==> config.mk <==
export PLATFORM = sky130hd
export DESIGN_NAME = reg_cmd_arbiter
export DESIGN_NICKNAME = d
export VERILOG_FILES = /design/src/rtl/reg_cmd_arbiter.sv
export SDC_FILE = /design/constraint.sdc
export NUM_CORES = 1
export LEC_CHECK = 0
export CORE_MARGIN = 3
export CORE_UTILIZATION = 41
export CTS_BUF_LIST = sky130_fd_sc_hd__clkbuf_4 sky130_fd_sc_hd__clkbuf_8
export CTS_CLUSTER_DIAMETER = 200
export DETAILED_ROUTE_END_ITERATION = 16
export PLACE_DENSITY = 0.91
export SETUP_SLACK_MARGIN = 0.3
export SYNTH_ARGS = -nofsm -noshare
export SYNTH_HDL_FRONTEND = slang
export SYNTH_SLANG_ARGS = --single-unit
==> constraint.sdc <==
create_clock -name clk -period 2.4 [get_ports clk]
set_clock_uncertainty 0.1 [all_clocks]
set_input_delay 0.48 -clock clk [delete_from_list [all_inputs] [get_ports clk]]
set_output_delay 0.48 -clock clk [all_outputs]
set_load 0.05 [all_outputs]
==> src/rtl/reg_cmd_arbiter.sv <==
`default_nettype none
// ============================================================================
// Module      : reg_cmd_arbiter
// Description : Serialises up to four register requesters onto one register
//               command bus. Round-robin by default; define
//               REG_ARB_FIXED_PRIO_EN for fixed lowest-index-first priority.
// Revision    : 1.0 - initial release
// ============================================================================
module reg_cmd_arbiter #(
    parameter int NUM_REQ = 2
) (
    input  logic                  clk,
    input  logic                  rst,
    input  logic [NUM_REQ-1:0]    req,
    input  logic [2*NUM_REQ-1:0]  req_cmd,
    input  logic [8*NUM_REQ-1:0]  req_addr,
    input  logic [32*NUM_REQ-1:0] req_wdata,
    output logic [NUM_REQ-1:0]    ack,
    output logic [31:0]           rdata,
    output logic [1:0]            cmd,
    output logic [7:0]            cmd_addr,
    output logic [31:0]           cmd_data_m2s,
    input  logic [31:0]           cmd_data_s2m
);

    localparam int PTR_W = (NUM_REQ > 1) ? $clog2(NUM_REQ) : 1;

    localparam logic [1:0] c_cmd_idle    = 2'b00;
    localparam logic [1:0] c_cmd_read    = 2'b01;
    localparam logic [1:0] c_cmd_illegal = 2'b11;

    typedef enum logic [1:0] {
        ST_IDLE    = 2'd0,
        ST_ISSUE   = 2'd1,
        ST_RD_WAIT = 2'd2,
        ST_ACK     = 2'd3
    } state_t;

    state_t             r_state;
    logic [PTR_W-1:0]   r_win;
    logic [1:0]         r_cmd;
`ifndef REG_ARB_FIXED_PRIO_EN
    logic [PTR_W-1:0]   r_ptr;
    int                 w_idx;
`endif

    logic [NUM_REQ-1:0] w_elig;
    logic               w_any;
    logic [PTR_W-1:0]   w_win;
    logic [1:0]         w_win_cmd;
    logic [7:0]         w_win_addr;
    logic [31:0]        w_win_wdata;
    logic [NUM_REQ-1:0] w_grant_vec;
    logic [NUM_REQ-1:0] w_ack_vec;

    always_comb begin
        w_elig = '0;
        w_any  = 1'b0;
        w_win  = '0;
        for (int i = 0; i < NUM_REQ; i++) begin
            w_elig[i] = req[i] && (req_cmd[2*i +: 2] != c_cmd_idle);
        end
`ifdef REG_ARB_FIXED_PRIO_EN
        // Descending scan: the lowest eligible index is assigned last and wins.
        for (int i = NUM_REQ - 1; i >= 0; i--) begin
            if (w_elig[i]) begin
                w_any = 1'b1;
                w_win = PTR_W'(i);
            end
        end
`else
        // Descending offset scan: the requester closest to ptr is assigned last.
        w_idx = 0;
        for (int i = NUM_REQ - 1; i >= 0; i--) begin
            w_idx = int'(r_ptr) + i;
            if (w_idx >= NUM_REQ) w_idx = w_idx - NUM_REQ;
            if (w_elig[w_idx]) begin
                w_any = 1'b1;
                w_win = PTR_W'(w_idx);
            end
        end
`endif
        w_win_cmd   = req_cmd[2*w_win +: 2];
        w_win_addr  = req_addr[8*w_win +: 8];
        w_win_wdata = req_wdata[32*w_win +: 32];
        for (int i = 0; i < NUM_REQ; i++) begin
            w_grant_vec[i] = (w_win == PTR_W'(i));
            w_ack_vec[i]   = (r_win == PTR_W'(i));
        end
    end

    always_ff @(posedge clk) begin
        if (rst) begin
            r_state      <= ST_IDLE;
            r_win        <= '0;
            r_cmd        <= c_cmd_idle;
`ifndef REG_ARB_FIXED_PRIO_EN
            r_ptr        <= '0;
`endif
            ack          <= '0;
            rdata        <= '0;
            cmd          <= c_cmd_idle;
            cmd_addr     <= '0;
            cmd_data_m2s <= '0;
        end else begin
            case (r_state)
                ST_IDLE: begin
                    if (w_any) begin
                        r_win <= w_win;
                        r_cmd <= w_win_cmd;
`ifndef REG_ARB_FIXED_PRIO_EN
                        r_ptr <= (w_win == PTR_W'(NUM_REQ - 1)) ? '0 : w_win + 1'b1;
`endif
                        if (w_win_cmd == c_cmd_illegal) begin
                            r_state <= ST_ACK;
                            ack     <= w_grant_vec;
                            rdata   <= '0;
                        end else begin
                            r_state      <= ST_ISSUE;
                            cmd          <= w_win_cmd;
                            cmd_addr     <= w_win_addr;
                            cmd_data_m2s <= w_win_wdata;
                        end
                    end
                end
                ST_ISSUE: begin
                    cmd          <= c_cmd_idle;
                    cmd_addr     <= '0;
                    cmd_data_m2s <= '0;
                    if (r_cmd == c_cmd_read) begin
                        r_state <= ST_RD_WAIT;
                    end else begin
                        r_state <= ST_ACK;
                        ack     <= w_ack_vec;
                        rdata   <= '0;
                    end
                end
                ST_RD_WAIT: begin
                    r_state <= ST_ACK;
                    ack     <= w_ack_vec;
                    rdata   <= cmd_data_s2m;
                end
                ST_ACK: begin
                    r_state <= ST_IDLE;
                    ack     <= '0;
                    rdata   <= '0;
                end
                default: r_state <= ST_IDLE;
            endcase
        end
    end

endmodule
`default_nettype wire

* Yosys cells after proc, flatten, opt, wreduce, memory -nomap -nowiden
Cells that the tools add are included.
** Word-level totals
- Logic and storage cells :: 74
- Output and inout bits :: 76
- Register bits :: 82
- Input port bits :: 120
** Operators by class
- Bitwise gates (word level) :: 2
- Mux-type cells :: 34
- $add $sub $neg :: 4
- Order comparisons :: 4
- Eq/ne operators :: 9
- Reductions and logical operators :: 9
- Shift-type cells :: 3
** Operators with widths (number)
- 32-bit two-way mux :: 7
- 32-bit one-hot mux with 4 select lines :: 1
- 32-bit by 3-bit < comparator with 1-bit output (second input constant) :: 2
- 32-bit one-hot mux with 2 select lines :: 1
- 64-bit by 7-bit variable part select with 32-bit output :: 1
- 8-bit two-way mux :: 2
- 2-bit one-hot mux with 4 select lines :: 2
- 8-bit one-hot mux with 2 select lines :: 1
- 16-bit by 5-bit variable part select with 8-bit output :: 1
- 2-bit two-way mux :: 7
- 1-bit two-way mux :: 12
- 2-bit inequality test (second input constant) :: 4
- 2-bit equality test (second input constant) :: 3
- 3-bit AND reduction :: 2
- 2-bit nonzero test :: 3
- 2-bit by 1-bit equality test with 1-bit output (second input constant) :: 2
- 2-bit one-hot mux with 2 select lines :: 1
- 4-bit by 3-bit variable part select with 2-bit output :: 1
- 1-bit by 2-bit subtractor with 3-bit output (second input constant) :: 1
- 2-bit by 2-bit subtractor with 3-bit output (second input constant) :: 1
- 1-bit by 1-bit adder with 2-bit output (second input constant) :: 1
- 1-bit by 2-bit greater-or-equal comparator with 1-bit output (second input constant) :: 1
- 2-bit greater-or-equal comparator (second input constant) :: 1
- 1-bit logical AND :: 2
- other kinds (4) :: 5

* Logic depth before layout (Yosys ltp)
- Depth after elaboration :: 13
- Depth in mapped cells :: 8
- Depth with buffers taken out :: 6

* Least setup slack after synthesis
No wires, ideal clock.
- Kind :: flip-flop to flip-flop
- Start :: reg r_state[1]
- End :: reg rdata[0]
- Stages on the path, launching flop included :: 9
- Library setup time :: 72 ps
- Data required time :: 2228 ps
- Period minus slack after synthesis :: 2052 ps
- Path slack :: 348 ps
- Arrival :: 1880 ps
- Cells stage by stage :: dfxtp_1 -> inv_1 -> ha_1 -> clkbuf_1 -> and3_1 -> buf_2 -> a311oi_4 -> buf_6 -> mux2i_1
** On the way
- Cells in the longest elaborated chain, start to end :: 3
- Elaborated cells on any way between the ends :: 9
** RTL lines
- start, declared :: line 39 : state_t r_state;
- start signal, assigned :: line 94 : r_state <= ST_IDLE;
- start signal, assigned :: line 115 : r_state <= ST_ACK;
- start signal, assigned :: line 119 : r_state <= ST_ISSUE;
- 2-bit by 1-bit equality test with 1-bit output or 2-bit logical NOT (tied branches) :: line 106 : case (r_state)
- 2-bit inequality test (no source line)
- 3-bit AND reduction (no source line)
- end signal, assigned :: line 141 : rdata <= cmd_data_s2m;
- end, declared :: line 19 : output logic [31:0] rdata,
Parallel ways exist; a longest one is shown, timed or not.
A chain may end at the register's enable or synchronous reset.

* Final worst setup path
- Start :: reg rdata[24]
- End :: out rdata[24]
No word-level cell between the ends.

==> summary.md <==
| Metric | Value |
|---|---|
| Switching part of the total | `40.8%` |
| Relative slew slack | `approximately 64%` |
| Mapped Nets | `533` |
| Cell row count | `34` |
| WP data required | `1.82 ns` |
| GRT Total Usage | `22.2%` |
| Final Wtd Congestion | `0.864` |
| Worst min-delay path category | `flip-flop to flip-flop` |
| Seq pwr share | `30.1%` |
| Worst path depth | `1` |
| Worst-Margin Slew | `0.532 ns` |
| GR Util met3 | `7.03%` |
| # fillers | `between 500 and 600` |
| R2r endpoint | `rdata[7]` |
| Clk_lat worst skew | `0.33 ns` |
| PortBufs | `195` |
| R2R setup slack | `0.41 ns` |
| Worst-path clk slew | `0.08 ns` |
| Initial antenna violation count | `1` |
| Final wirelength | `12,200 um` |
| GR peak layer | `met2` |
| GR Util met1 | `25.9%` |
| Max clock buf depth | `2` |
| Post-route ant nets | `0` |
| Drc violations | `0` |
| #FFs+latches synth | `82` |
| Syn. warnings | `0` |
| WP data arrival | `1.49 ns` |
| Peak Freq | `483 MHz` |
| Synth Instances | `between 400 and 500` |
| Area delta synth->final | `67.9%` |
| Worst path max stage delay | `a little over 0.8 ns` |
| Internal power | `3.41 mW` |
| Final hold slack | `~0.36 ns` |
| Power per cell area | `906 nW/um^2` |
| Cell count of the worst reg-to-reg path | `7` |
| Grt ovf | `0` |
| Final HPWL DP | `around 8500 um` |
| Worst r2r src | `r_state[0]` |
| Lkg Pwr | `3.34 nW` |
| DIE AREA | `around 10,000 um^2` |
| Number of global-route vias before repair | `about 4,000` |
| Yosys cell types | `41` |
| Endpoints failing setup | `0` |
| Slew Viols, Final | `0` |
| Sink Count | `82` |
| Share of layout cells above drive strength 1 | `a little under 9%` |
| Synthesized cell area | `about 3800 um^2` |
| Gate power share | `between 50% and 60%` |
| Worst path slowest cell | `clkdlybuf4s50_1` |
| Placed Area | `just under 6000 um^2` |
| Top FF cell, synth | `dfxtp_1` |
| Via density | `5.52` |
| Crit path launch type | `flip-flop` |
| Cell total after placement | `693` |
| Via count | `approximately 4,000` |
| Fin nets | `between 700 and 800` |
| Synth area leaders | `dfxtp_1 (43%), mux2i_1 (19%), nand3_1 (9.9%)` |
| Launch point of the worst path | `rdata[24]` |
| DR iter-0 viols | `178` |
| Kind of critical path | `flip-flop to output pin` |
| Routed len/inst | `17.1 um` |
| Largest net degree at the start of global routing | `67` |
| RSZ-0062 raised after global routing | `no` |
| Clock network fraction of total power | `16.7%` |
| Hold Violations, Final | `0` |
| Finished Cell Area | `around 6400 um^2` |
| M2 GR Usage | `39.3%` |
| Die width | `102 um` |
| Die Y | `102 um` |
| Seq/Total Area, Yosys | `approximately 43%` |
| Ys async rst share | `0%` |
| Final non-filler cell total | `716` |
| Share of the synthesized area in the top cell type | `43.4%` |
| Placeable core area | `roughly 9000 um^2` |
| CTS Root Cell | `clkbuf_8` |
| Worst Setup End Kind | `output pin` |
| Worst hold stages | `2` |
| Crit path max-delay family | `buffers and inverters` |
| I/O Pins | `196` |
| Htree depth | `3` |
| Initial core utilization | `42.8%` |
| Post-layout util | `71.8%` |
| Final period util | `86.3%` |
| Max cap viols | `0` |
| Net Sw Power | `around 2.4 mW` |
| Cts bufs inserted | `9` |
| Peak VDD IR | `0.000544 V` |
| WHS Endpoint | `rdata[16]` |
| Worst hold start | `rdata[16]` |
| Hold Buf Count CTS | `0` |
| Leading area contributor after synthesis | `dfxtp_1` |
| Buf/Inv on CP | `1` |
| Status | `completed` |
| DRT Pass-1 Iters | `4` |
| Crit path max fanout | `2` |
| CP Cell Sequence | `clkdlybuf4s50_1` |
| Post-Syn Area per Cell | `9.25 um^2` |
| Minimum clock period | `2.07 ns` |
| First-pass GRT wire length | `18,700 um` |
| Number of synthesized flops with an enable pin | `0` |
| CTS tree | `done` |
[metrics by stage]
| step | total power, mW | setup slack [ns] | setup TNS (ns) |
|---|---|---|---|
| after CTS | 5.78 | 0.300 | 0 |
| after detailed placement | 4.53 | -0.111 | -2.25 |
| after global placement | 4.45 | 0.0328 | 0 |
| after global routing | 6.05 | 0.302 | 0 |
| after floorplan | 3.62 | 0.348 | 0 |
| final | 5.76 | 0.329 | 0 |
[cells by family after synthesis]
logic type	Yosys count	share of synthesized area, %
flops	82	43.4
fa+ha+maj	4	1.32
simple gates	131	16.5
buf+inv	45	5.32
mux	75	19.9
compound gates	71	13.4
xor+xnor	1	0.231
[placed cells by master, fill, tap and decap left out, types with 2 or more instances in the layout]
| cell type | count |
|---|---|
| dlygate4sd2_1 | 19 |
| a21o_1 | 2 |
| nor2b_1 | 5 |
| a21oi_1 | 3 |
| nand3_1 | 75 |
| clkdlybuf4s50_1 | 130 |
| nand4_1 | 4 |
| o22ai_1 | 40 |
| clkinv_2 | 2 |
| o211ai_1 | 6 |
| dfxtp_2 | 2 |
| dfxtp_1 | 80 |
| a311o_1 | 2 |
| ha_1 | 2 |
| dlymetal6s2s_1 | 46 |
| buf_4 | 17 |
| diode_2 | 2 |
| nand2_1 | 37 |
| buf_12 | 6 |
| nor2_1 | 6 |
| clkbuf_8 | 9 |
| o21ai_2 | 3 |
| o21a_1 | 2 |
| mux2i_1 | 72 |
| inv_1 | 5 |
[layer usage]
metal / wire (um) / up-vias
met4: 115 / 0
met2: 6090 / 182
met1: 4860 / 1878
met3: 1160 / 10
met5: 0 / -
li1: - / 1884
[final cells by class]
class	count	area (um^2)	area share (%)
Antenna cell	2	5.00	0.0787
Clock inverter	5	56.3	0.886
Multi-Input combinational cell	282	2000	31.5
Tap cell	108	135	2.13
Sequential cell	82	1640	25.9
Inverter	6	22.5	0.354
Timing Repair Buffer	221	2360	37.2
Clock buffer	10	131	2.07
[worst reg2reg max path, cell delays in order, from the launching register on]
cell and delay [ns]:
dfxtp_1 0.35, inv_1 0.12, ha_4 0.23, and3_1 0.21, a311oi_4 0.25, buf_6 0.17, bufbuf_16 0.28, mux2i_1 0.21
[Yosys cell counts (4+ instances only)]
master and n:
o211ai_1 6, o22ai_1 40, ha_1 4, clkbuf_1 28
inv_1 5, mux2i_1 73, nand2_1 37, nand3_1 75
dfxtp_1 82, nor2b_1 5, nand4_1 4, buf_2 7
nor2_1 6
[flip-flops by register name, summed over array words and instances (netlist names)]
name and flops:
r_cmd 2, r_win 1, cmd_data_m2s 32, r_state 2, cmd_addr 8, cmd 2, rdata 32, r_ptr 1
ack 2
[worst max-delay path by stage]
stage	to	slack, ns
finish	rdata[24]	0.33
global route	rdata[13]	0.30
CTS	cmd_data_m2s[28]	0.30
detailed placement	rdata[19]	-0.11
global placement	rdata[15]	0.03
floorplan	rdata[0]	0.35
[power groups by stage]
| stage | registers (mW) | clock network (mW) | logic, mW |
|---|---|---|---|
| after floorplan | 2.41 | 0 | 1.21 |
| after global placement | 1.75 | 0 | 2.71 |
| after detailed placement | 1.76 | 0 | 2.76 |
| after CTS | 1.74 | 0.997 | 3.05 |
| after global routing | 1.76 | 1.05 | 3.23 |
| final | 1.74 | 0.965 | 3.06 |
[timing repair]
item,CTS,global route
gates resized for setup,24,52
pin swaps,4,3
gates cloned,2,0
endpoints found under the setup margin,34,73
hold endpoints to repair,0,0
buffers inserted,2,2
Note: power is estimated with default switching activity, not from simulation.
